**src/rtl/term_pkg.sv**
```systemverilog
// ---------------------------------------------------------------------------
// term_pkg
// Shared definitions for the terminal transmit path: UART FSM state encoding,
// the default bit period and the 8N1 frame shape.
// ---------------------------------------------------------------------------
package term_pkg;

    // Transmitter FSM states; encoding is fixed so debug taps read consistently.
    typedef enum logic [1:0] {
        ST_IDLE  = 2'd0,
        ST_START = 2'd1,
        ST_DATA  = 2'd2,
        ST_STOP  = 2'd3
    } tx_state_e;

    // 12 MHz / 115200 baud.
    localparam int DEFAULT_CLKS_PER_BIT = 104;

    // 8N1 frame: 8 data bits, no parity, 1 stop bit.
    localparam int DATA_BITS = 8;
    localparam int STOP_BITS = 1;

endpackage : term_pkg

```
**src/rtl/term_uart_tx_if.sv**
```systemverilog
// ---------------------------------------------------------------------------
// term_uart_tx_if
// Byte-strobe input and status/serial output bundle of term_uart_tx.
//   i_data/i_data_v : byte strobe from the terminal buffer (no backpressure)
//   o_tx            : serial line, idle high
//   o_busy          : FSM active or FIFO non-empty
//   o_full          : FIFO at depth
//   o_overflow      : sticky, a write was dropped
//   o_level         : FIFO occupancy, FIFO_AW+1 bits
// master = byte producer, slave = transmitter.
// ---------------------------------------------------------------------------
interface term_uart_tx_if #(
    parameter int FIFO_AW = 4
);
    logic [7:0]       i_data;
    logic             i_data_v;
    logic             o_tx;
    logic             o_busy;
    logic             o_full;
    logic             o_overflow;
    logic [FIFO_AW:0] o_level;

    modport master (
        output i_data, i_data_v,
        input  o_tx, o_busy, o_full, o_overflow, o_level
    );

    modport slave (
        input  i_data, i_data_v,
        output o_tx, o_busy, o_full, o_overflow, o_level
    );
endinterface : term_uart_tx_if

```
**src/rtl/term_fifo.sv**
```systemverilog
// ---------------------------------------------------------------------------
// term_fifo
// Synchronous byte FIFO, depth 2^FIFO_AW.
//   clk, rst : clock, synchronous active-high reset (flushes the FIFO)
//   push/din : write strobe and data; ignored when full
//   pop/dout : read strobe and head byte (dout is combinational from head)
//   level    : occupancy counter, FIFO_AW+1 bits
//   full     : level == depth
//   empty    : level == 0
// A push on a full FIFO is dropped even when a pop happens on the same edge.
// ---------------------------------------------------------------------------
module term_fifo #(
    parameter int FIFO_AW = 4
) (
    input  logic             clk,
    input  logic             rst,
    input  logic             push,
    input  logic [7:0]       din,
    input  logic             pop,
    output logic [7:0]       dout,
    output logic [FIFO_AW:0] level,
    output logic             full,
    output logic             empty
);
    localparam int                 DEPTH_N = 1 << FIFO_AW;
    localparam logic [FIFO_AW:0]   DEPTH   = {1'b1, {FIFO_AW{1'b0}}};

    logic [7:0]         mem_q [DEPTH_N];
    logic [FIFO_AW-1:0] wptr_q, wptr_d;
    logic [FIFO_AW-1:0] rptr_q, rptr_d;
    logic [FIFO_AW:0]   level_q, level_d;
    logic               push_ok_s;
    logic               pop_ok_s;

    // Status flags come straight from the registered level.
    assign full  = (level_q == DEPTH);
    assign empty = (level_q == {(FIFO_AW+1){1'b0}});
    assign level = level_q;
    assign dout  = mem_q[rptr_q];

    // Next pointer/level; full/empty are judged on the pre-edge level.
    always_comb begin
        push_ok_s = push & ~full;
        pop_ok_s  = pop & ~empty;
        wptr_d    = wptr_q;
        rptr_d    = rptr_q;
        level_d   = level_q;
        if (push_ok_s) begin
            wptr_d = wptr_q + {{(FIFO_AW-1){1'b0}}, 1'b1};
        end else begin
            wptr_d = wptr_q;
        end
        if (pop_ok_s) begin
            rptr_d = rptr_q + {{(FIFO_AW-1){1'b0}}, 1'b1};
        end else begin
            rptr_d = rptr_q;
        end
        case ({push_ok_s, pop_ok_s})
            2'b10:   level_d = level_q + {{FIFO_AW{1'b0}}, 1'b1};
            2'b01:   level_d = level_q - {{FIFO_AW{1'b0}}, 1'b1};
            default: level_d = level_q;
        endcase
    end

    // Pointer and level registers.
    always_ff @(posedge clk) begin
        if (rst) begin
            wptr_q  <= {FIFO_AW{1'b0}};
            rptr_q  <= {FIFO_AW{1'b0}};
            level_q <= {(FIFO_AW+1){1'b0}};
        end else begin
            wptr_q  <= wptr_d;
            rptr_q  <= rptr_d;
            level_q <= level_d;
        end
    end

    // Storage array; contents need no reset since level gates every read.
    always_ff @(posedge clk) begin
        if (push_ok_s) begin
            mem_q[wptr_q] <= din;
        end
    end

endmodule : term_fifo

```
**src/rtl/term_uart_tx.sv**
```systemverilog
// ---------------------------------------------------------------------------
// term_uart_tx
// Buffers one-cycle byte strobes in term_fifo and sends each byte as an 8N1
// UART frame, LSB first.
//   clk, rst : clock, synchronous active-high reset (truncates frame, flushes)
//   bus      : term_uart_tx_if slave (i_data/i_data_v in; o_tx, o_busy,
//              o_full, o_overflow, o_level out)
// Parameters: CLKS_PER_BIT (>= 2) clocks per bit, FIFO_AW FIFO address width.
// Frames are spaced 10*CLKS_PER_BIT+1 cycles apart because IDLE always takes
// one cycle to pop the next byte.
// ---------------------------------------------------------------------------
module term_uart_tx
    import term_pkg::*;
#(
    parameter int CLKS_PER_BIT = DEFAULT_CLKS_PER_BIT,
    parameter int FIFO_AW      = 4
) (
    input  logic          clk,
    input  logic          rst,
    term_uart_tx_if.slave bus
);
    localparam int                BAUD_W    = (CLKS_PER_BIT > 2) ? $clog2(CLKS_PER_BIT) : 1;
    localparam logic [BAUD_W-1:0] BAUD_LAST = BAUD_W'(CLKS_PER_BIT - 1);
    localparam int                BIT_W     = $clog2(DATA_BITS);
    localparam logic [BIT_W-1:0]  BIT_LAST  = BIT_W'(DATA_BITS - 1);

    tx_state_e          state_q, state_d;
    logic [BAUD_W-1:0]  baud_q, baud_d;
    logic [BIT_W-1:0]   bit_q, bit_d;
    logic [7:0]         shift_q, shift_d;
    logic               tx_q, tx_d;
    logic               ovf_q, ovf_d;
    logic               baud_last_s;
    logic               fifo_pop_s;
    logic [7:0]         fifo_dout_s;
    logic [FIFO_AW:0]   fifo_level_s;
    logic               fifo_full_s;
    logic               fifo_empty_s;

    term_fifo #(
        .FIFO_AW (FIFO_AW)
    ) u_fifo (
        .clk   (clk),
        .rst   (rst),
        .push  (bus.i_data_v),
        .din   (bus.i_data),
        .pop   (fifo_pop_s),
        .dout  (fifo_dout_s),
        .level (fifo_level_s),
        .full  (fifo_full_s),
        .empty (fifo_empty_s)
    );

    assign bus.o_tx       = tx_q;
    assign bus.o_busy     = (state_q != ST_IDLE) | ~fifo_empty_s;
    assign bus.o_full     = fifo_full_s;
    assign bus.o_overflow = ovf_q;
    assign bus.o_level    = fifo_level_s;

    // FSM next state, baud/bit counters, shifter and line value.
    always_comb begin
        state_d     = state_q;
        baud_d      = baud_q;
        bit_d       = bit_q;
        shift_d     = shift_q;
        fifo_pop_s  = 1'b0;
        baud_last_s = (baud_q == BAUD_LAST);

        case (state_q)
            ST_IDLE: begin
                if (!fifo_empty_s) begin
                    fifo_pop_s = 1'b1;
                    shift_d    = fifo_dout_s;
                    baud_d     = {BAUD_W{1'b0}};
                    state_d    = ST_START;
                end else begin
                    state_d    = ST_IDLE;
                end
            end
            ST_START: begin
                if (baud_last_s) begin
                    baud_d  = {BAUD_W{1'b0}};
                    bit_d   = {BIT_W{1'b0}};
                    state_d = ST_DATA;
                end else begin
                    baud_d  = baud_q + {{(BAUD_W-1){1'b0}}, 1'b1};
                end
            end
            ST_DATA: begin
                if (baud_last_s) begin
                    baud_d  = {BAUD_W{1'b0}};
                    shift_d = {1'b0, shift_q[7:1]};
                    if (bit_q == BIT_LAST) begin
                        state_d = ST_STOP;
                    end else begin
                        bit_d   = bit_q + {{(BIT_W-1){1'b0}}, 1'b1};
                    end
                end else begin
                    baud_d  = baud_q + {{(BAUD_W-1){1'b0}}, 1'b1};
                end
            end
            ST_STOP: begin
                if (baud_last_s) begin
                    baud_d  = {BAUD_W{1'b0}};
                    state_d = ST_IDLE;
                end else begin
                    baud_d  = baud_q + {{(BAUD_W-1){1'b0}}, 1'b1};
                end
            end
            default: begin
                state_d = ST_IDLE;
            end
        endcase

        // Line value follows the next state so o_tx is a clean register.
        case (state_d)
            ST_START: tx_d = 1'b0;
            ST_DATA:  tx_d = shift_d[0];
            default:  tx_d = 1'b1;
        endcase

        // A write on a full FIFO (pre-edge) is dropped and latched as overflow.
        ovf_d = ovf_q | (bus.i_data_v & fifo_full_s);
    end

    // FSM, counters, shifter, line and sticky overflow registers.
    always_ff @(posedge clk) begin
        if (rst) begin
            state_q <= ST_IDLE;
            baud_q  <= {BAUD_W{1'b0}};
            bit_q   <= {BIT_W{1'b0}};
            shift_q <= 8'h00;
            tx_q    <= 1'b1;
            ovf_q   <= 1'b0;
        end else begin
            state_q <= state_d;
            baud_q  <= baud_d;
            bit_q   <= bit_d;
            shift_q <= shift_d;
            tx_q    <= tx_d;
            ovf_q   <= ovf_d;
        end
    end

endmodule : term_uart_tx

```
**src/flat_wrapper.sv**
```systemverilog
// flat-port wrapper written by rule: the top's interface ports become plain ports
module term_uart_tx_flat import term_pkg::*;
#(
    parameter int CLKS_PER_BIT = DEFAULT_CLKS_PER_BIT,
    parameter int FIFO_AW      = 4
)
  (clk, rst, bus_i_data, bus_i_data_v, bus_o_tx, bus_o_busy, bus_o_full, bus_o_overflow, bus_o_level);
  term_uart_tx_if #(.FIFO_AW(FIFO_AW)) bus_i ();
  input  logic clk;
  input  logic rst;
  input wire logic [$bits(bus_i.i_data)-1:0] bus_i_data;
  input wire logic [$bits(bus_i.i_data_v)-1:0] bus_i_data_v;
  output wire logic [$bits(bus_i.o_tx)-1:0] bus_o_tx;
  output wire logic [$bits(bus_i.o_busy)-1:0] bus_o_busy;
  output wire logic [$bits(bus_i.o_full)-1:0] bus_o_full;
  output wire logic [$bits(bus_i.o_overflow)-1:0] bus_o_overflow;
  output wire logic [$bits(bus_i.o_level)-1:0] bus_o_level;
  assign bus_i.i_data = bus_i_data;
  assign bus_i.i_data_v = bus_i_data_v;
  assign bus_o_tx = bus_i.o_tx;
  assign bus_o_busy = bus_i.o_busy;
  assign bus_o_full = bus_i.o_full;
  assign bus_o_overflow = bus_i.o_overflow;
  assign bus_o_level = bus_i.o_level;
  term_uart_tx #(.CLKS_PER_BIT(CLKS_PER_BIT), .FIFO_AW(FIFO_AW)) u_core (.clk(clk), .rst(rst), .bus(bus_i));
endmodule
```
**config.mk**
```make
export PLATFORM = sky130hd
export DESIGN_NAME = term_uart_tx_flat
export DESIGN_NICKNAME = d
export VERILOG_FILES = /design/src/rtl/term_pkg.sv /design/src/rtl/term_uart_tx_if.sv /design/src/rtl/term_fifo.sv /design/src/rtl/term_uart_tx.sv /design/src/flat_wrapper.sv
export SDC_FILE = /design/constraint.sdc
export NUM_CORES = 1
export LEC_CHECK = 0
export CAP_MARGIN = 20
export CORE_ASPECT_RATIO = 2
export CORE_UTILIZATION = 30
export CTS_BUF_LIST = sky130_fd_sc_hd__clkbuf_2
export DETAILED_ROUTE_END_ITERATION = 16
export REMOVE_ABC_BUFFERS = 1
export SLEW_MARGIN = 40
export SYNTH_ARGS = -nofsm -noshare
export SYNTH_HDL_FRONTEND = slang
export SYNTH_SLANG_ARGS = --single-unit
```
**constraint.sdc**
```tcl
create_clock -name clk -period 5 [get_ports clk]
set_clock_uncertainty 0.05 [all_clocks]
set_input_delay 0.75 -clock clk [delete_from_list [all_inputs] [get_ports clk]]
set_output_delay 0.75 -clock clk [all_outputs]
set_load 0.02 [all_outputs]
```
==> metrics.txt <==
outcome finished clean; worst skew pair latency between 0.7 and 0.8 ns; Final nets 499; die extent in x approximately 110 um; FF-to-FF Start u_core.u_fifo.level[1]$_SDFFE_PP0P_; Boundary Pins 20; Synth Cell Area 7010 um2; Max VDD drop around 0.00019 V; Min-Delay Path Class flop to flop; Synth Area per Inst 15.1 um2; Detailed Routing Iterations Pass 1 4; largest net degree at the start of global routing 35; row count 78; clock buffer count from CTS 17; Post-route DRC 0; Total Wirelength about 15 mm; Achievable Freq roughly 0.28 GHz; Core Util, Final 33.9%; relative slew slack 47.3%; Worst Path Required 4.20 ns; drt via density between 5 and 6; max-cap violations 0; Setup crit end kind output port; Setup crit start kind flop; Final Max Slew Viols 0; initial antenna violation count 1; Seq/Total Area, Yosys 65.9%; post-CTS setup buffers 0; Max stage delay cell, worst path or4_4; Fillers 2220; routed via count 3928; CP max stage delay between 0.6 and 0.7 ns; Starting Density 30.7%; WP data arrival 2.82 ns; TritonCTS clock tree yes; Final setup viols 0; Worst Max-Slew Pin Slew 0.788 ns; RSZ-0062 raised after global routing no; Core ar. between 20000 and 25000 um2; PwrDens 424 nW/um2; synth unique cells 62; port buffer count 19; final-report hold violation count 0; Syn-to-layout area delta 10.5%; CP endpoint bus_o_busy; number of synthesized flops with an enable pin 128; gr usage total 13.4%; RR Endpoint u_core.u_fifo.level[4]$_SDFFE_PP0P_; GP Congestion 0.794; fraction of layout cells with a size suffix above 1 19.0%; CTS Sinks 167; die area 24000 um2; period utilization 72.4%; global-route wire length before repair 22.9 mm; htree depth 4; HPWL after DPL between 10 and 15 mm; Mapped Cells 464; Remaining Overflow, GRT 0; clock-pin slew on the worst setup and hold paths between 0.2 and 0.25 ns; CTS root buf clkbuf_2; CP max FO 9; prevailing post-synth register cell edfxtp_1; worst hold start u_core.shift_q[6]$_SDFFE_PP0P_; crit path launch u_core.u_fifo.level[1]$_SDFFE_PP0P_; async set-reset flop share out of synthesis 0%; fin crit period 3.62 ns; #FFs+latches synth approximately 170; worst-path cell chain or4_4 > nor3_4 > inv_2 > clkdlybuf4s50_1; leakage power 2.40 nW; synth warn 0; Setup Crit Path Kind flop to output port; maximum clock path buffer count 2; R2R Setup Slk 1.71 ns; die height 218 um; reg2reg path depth 9; # hold bufs at CTS 0; drt wl/cell 19.4 um; post_cts resized 0; Detailed Route Iter0 Violations 265; number of global-route vias before repair between 4000 and 5000; setup TNS 0 ns; post-route ant nets 0
-- sequential cells by signal (all words and copies together) (netlist names), named ones only --
signal / count
u_core.u_fifo.rptr_q: 4
u_core.bus.o_tx: 1
u_core.baud_q: 7
u_core.u_fifo.wptr_q: 4
u_core.state_q: 2
u_core.u_fifo.level: 5
u_core.shift_q: 8
u_core.bit_q: 3
u_core.u_fifo.mem_q: 128
u_core.bus.o_overflow: 1
-- layer usage --
| layer | share of wire [%] | track usage, % | wire (um) | vias up |
|---|---|---|---|---|
| met1 | 34 | 12.0 | 5130 | 1995 |
| li1 | - | - | - | 1846 |
| met2 | 61 | 27.1 | 9140 | 70 |
| met4 | 2.0 | 5.79 | 303 | 0 |
| met5 | 0 | 0 | 0 | - |
| met3 | 2.5 | 2.98 | 369 | 17 |
-- worst min-delay path by stage --
stage	to	slack, ns	depth (start not counted)
after floorplan	u_core.shift_q[6]$_SDFFE_PP0P_	0.39	2
after global placement	u_core.bus.o_overflow$_SDFF_PP0_	0.40	2
after detailed placement	u_core.shift_q[6]$_SDFFE_PP0P_	0.42	2
after CTS	u_core.shift_q[6]$_SDFFE_PP0P_	0.44	2
after global routing	u_core.shift_q[6]$_SDFFE_PP0P_	0.48	2
final	u_core.shift_q[6]$_SDFFE_PP0P_	0.44	2
-- critical path, delay by kind of cell (launching register included) --
kind | cells | cell delay [ns]
flip-flops | 1 | 0.45
AND/OR/NAND/NOR | 2 | 0.96
buffers and inverters | 2 | 0.64
-- per-stage QoR --
step / area [um2] / hold WS, ns / std cells / power (W) / setup slack [ns]
floorplan: 6860 / 0.390 / 432 / 0.00231 / 1.98
global route: 7750 / 0.484 / 770 / 0.00346 / 1.21
detailed placement: 7490 / 0.418 / 738 / 0.00260 / 1.21
CTS: 7740 / 0.443 / 769 / 0.00333 / 1.28
global placement: 7460 / 0.402 / 738 / 0.00257 / 1.29
finish: 7750 / 0.441 / 770 / 0.00329 / 1.38
-- where the power goes --
group          switching, W  total (W)  internal (W)
combinational      0.000442   0.000826      0.000384
sequential         0.000124    0.00172       0.00160
clock              0.000463   0.000742      0.000279
total               0.00103    0.00329       0.00226
-- logic make-up after synthesis --
| logic type | after synthesis | share of synthesized area (%) |
|---|---|---|
| mux | 40 | 11.1 |
| simple gates | 113 | 8.42 |
| fa+ha+maj | 11 | 1.96 |
| compound gates | 83 | 8.72 |
| xor+xnor | 9 | 1.23 |
| flops | 167 | 65.9 |
| buf+inv | 41 | 2.62 |
-- synthesized netlist by cell type (all sizes together), types with 2 or more instances --
master / instances / area share [%]
a31oi: 3 / 0.27
a41oi: 3 / 0.37
nor2: 38 / 2.0
a21oi: 18 / 1.3
mux2: 2 / 0.32
ha: 11 / 2.0
a222oi: 5 / 0.71
nor4: 2 / 0.18
nand3: 11 / 0.78
nand2: 13 / 0.70
a22oi: 2 / 0.21
o21a: 2 / 0.21
a32oi: 2 / 0.25
xor2: 5 / 0.62
edfxtp: 128 / 55
nand3b: 7 / 0.75
o31ai: 2 / 0.41
and2: 8 / 0.71
nor3: 12 / 1.0
mux2i: 8 / 1.1
clkbuf: 15 / 0.82
nor2b: 5 / 0.45
and3: 5 / 0.45
nand2b: 3 / 0.27
xnor2: 4 / 0.61
a2bb2oi: 2 / 0.25
inv: 9 / 0.48
a211oi: 3 / 0.32
mux4: 30 / 9.6
o211ai: 3 / 0.39
dfxtp: 39 / 11
a22o: 12 / 1.5
nand4: 2 / 0.18
o21ai: 15 / 1.1
buf: 17 / 1.3
a311oi: 3 / 0.37
a21boi: 2 / 0.21
-- layout by cell type, fill, tap and decap left out, drive strengths merged, types with 7 or more instances in the layout --
cell type      instances
a21oi                 18
a22o                  12
and2                   8
buf                    7
clkbuf                19
clkdlybuf4s50         19
dfxtp                 39
edfxtp               128
ha                    11
inv                   10
mux2i                  8
mux4                  30
nand2                 13
nand3                 11
nand3b                 7
nor2                  38
nor3                  12
o21ai                 15
-- cell type report --
cell class / instances / area, um2 / share of cell area (%)
multi-input cells: 256 / 2250 / 29.0
clock buffers: 19 / 95.1 / 1.23
well taps: 280 / 350 / 4.52
inverters: 9 / 33.8 / 0.436
clock inverters: 12 / 154 / 1.99
diodes: 1 / 2.50 / 0.0323
flip-flops and latches: 167 / 4630 / 59.7
repair buffers: 26 / 243 / 3.13
Note: power is estimated with default switching activity, not from simulation.
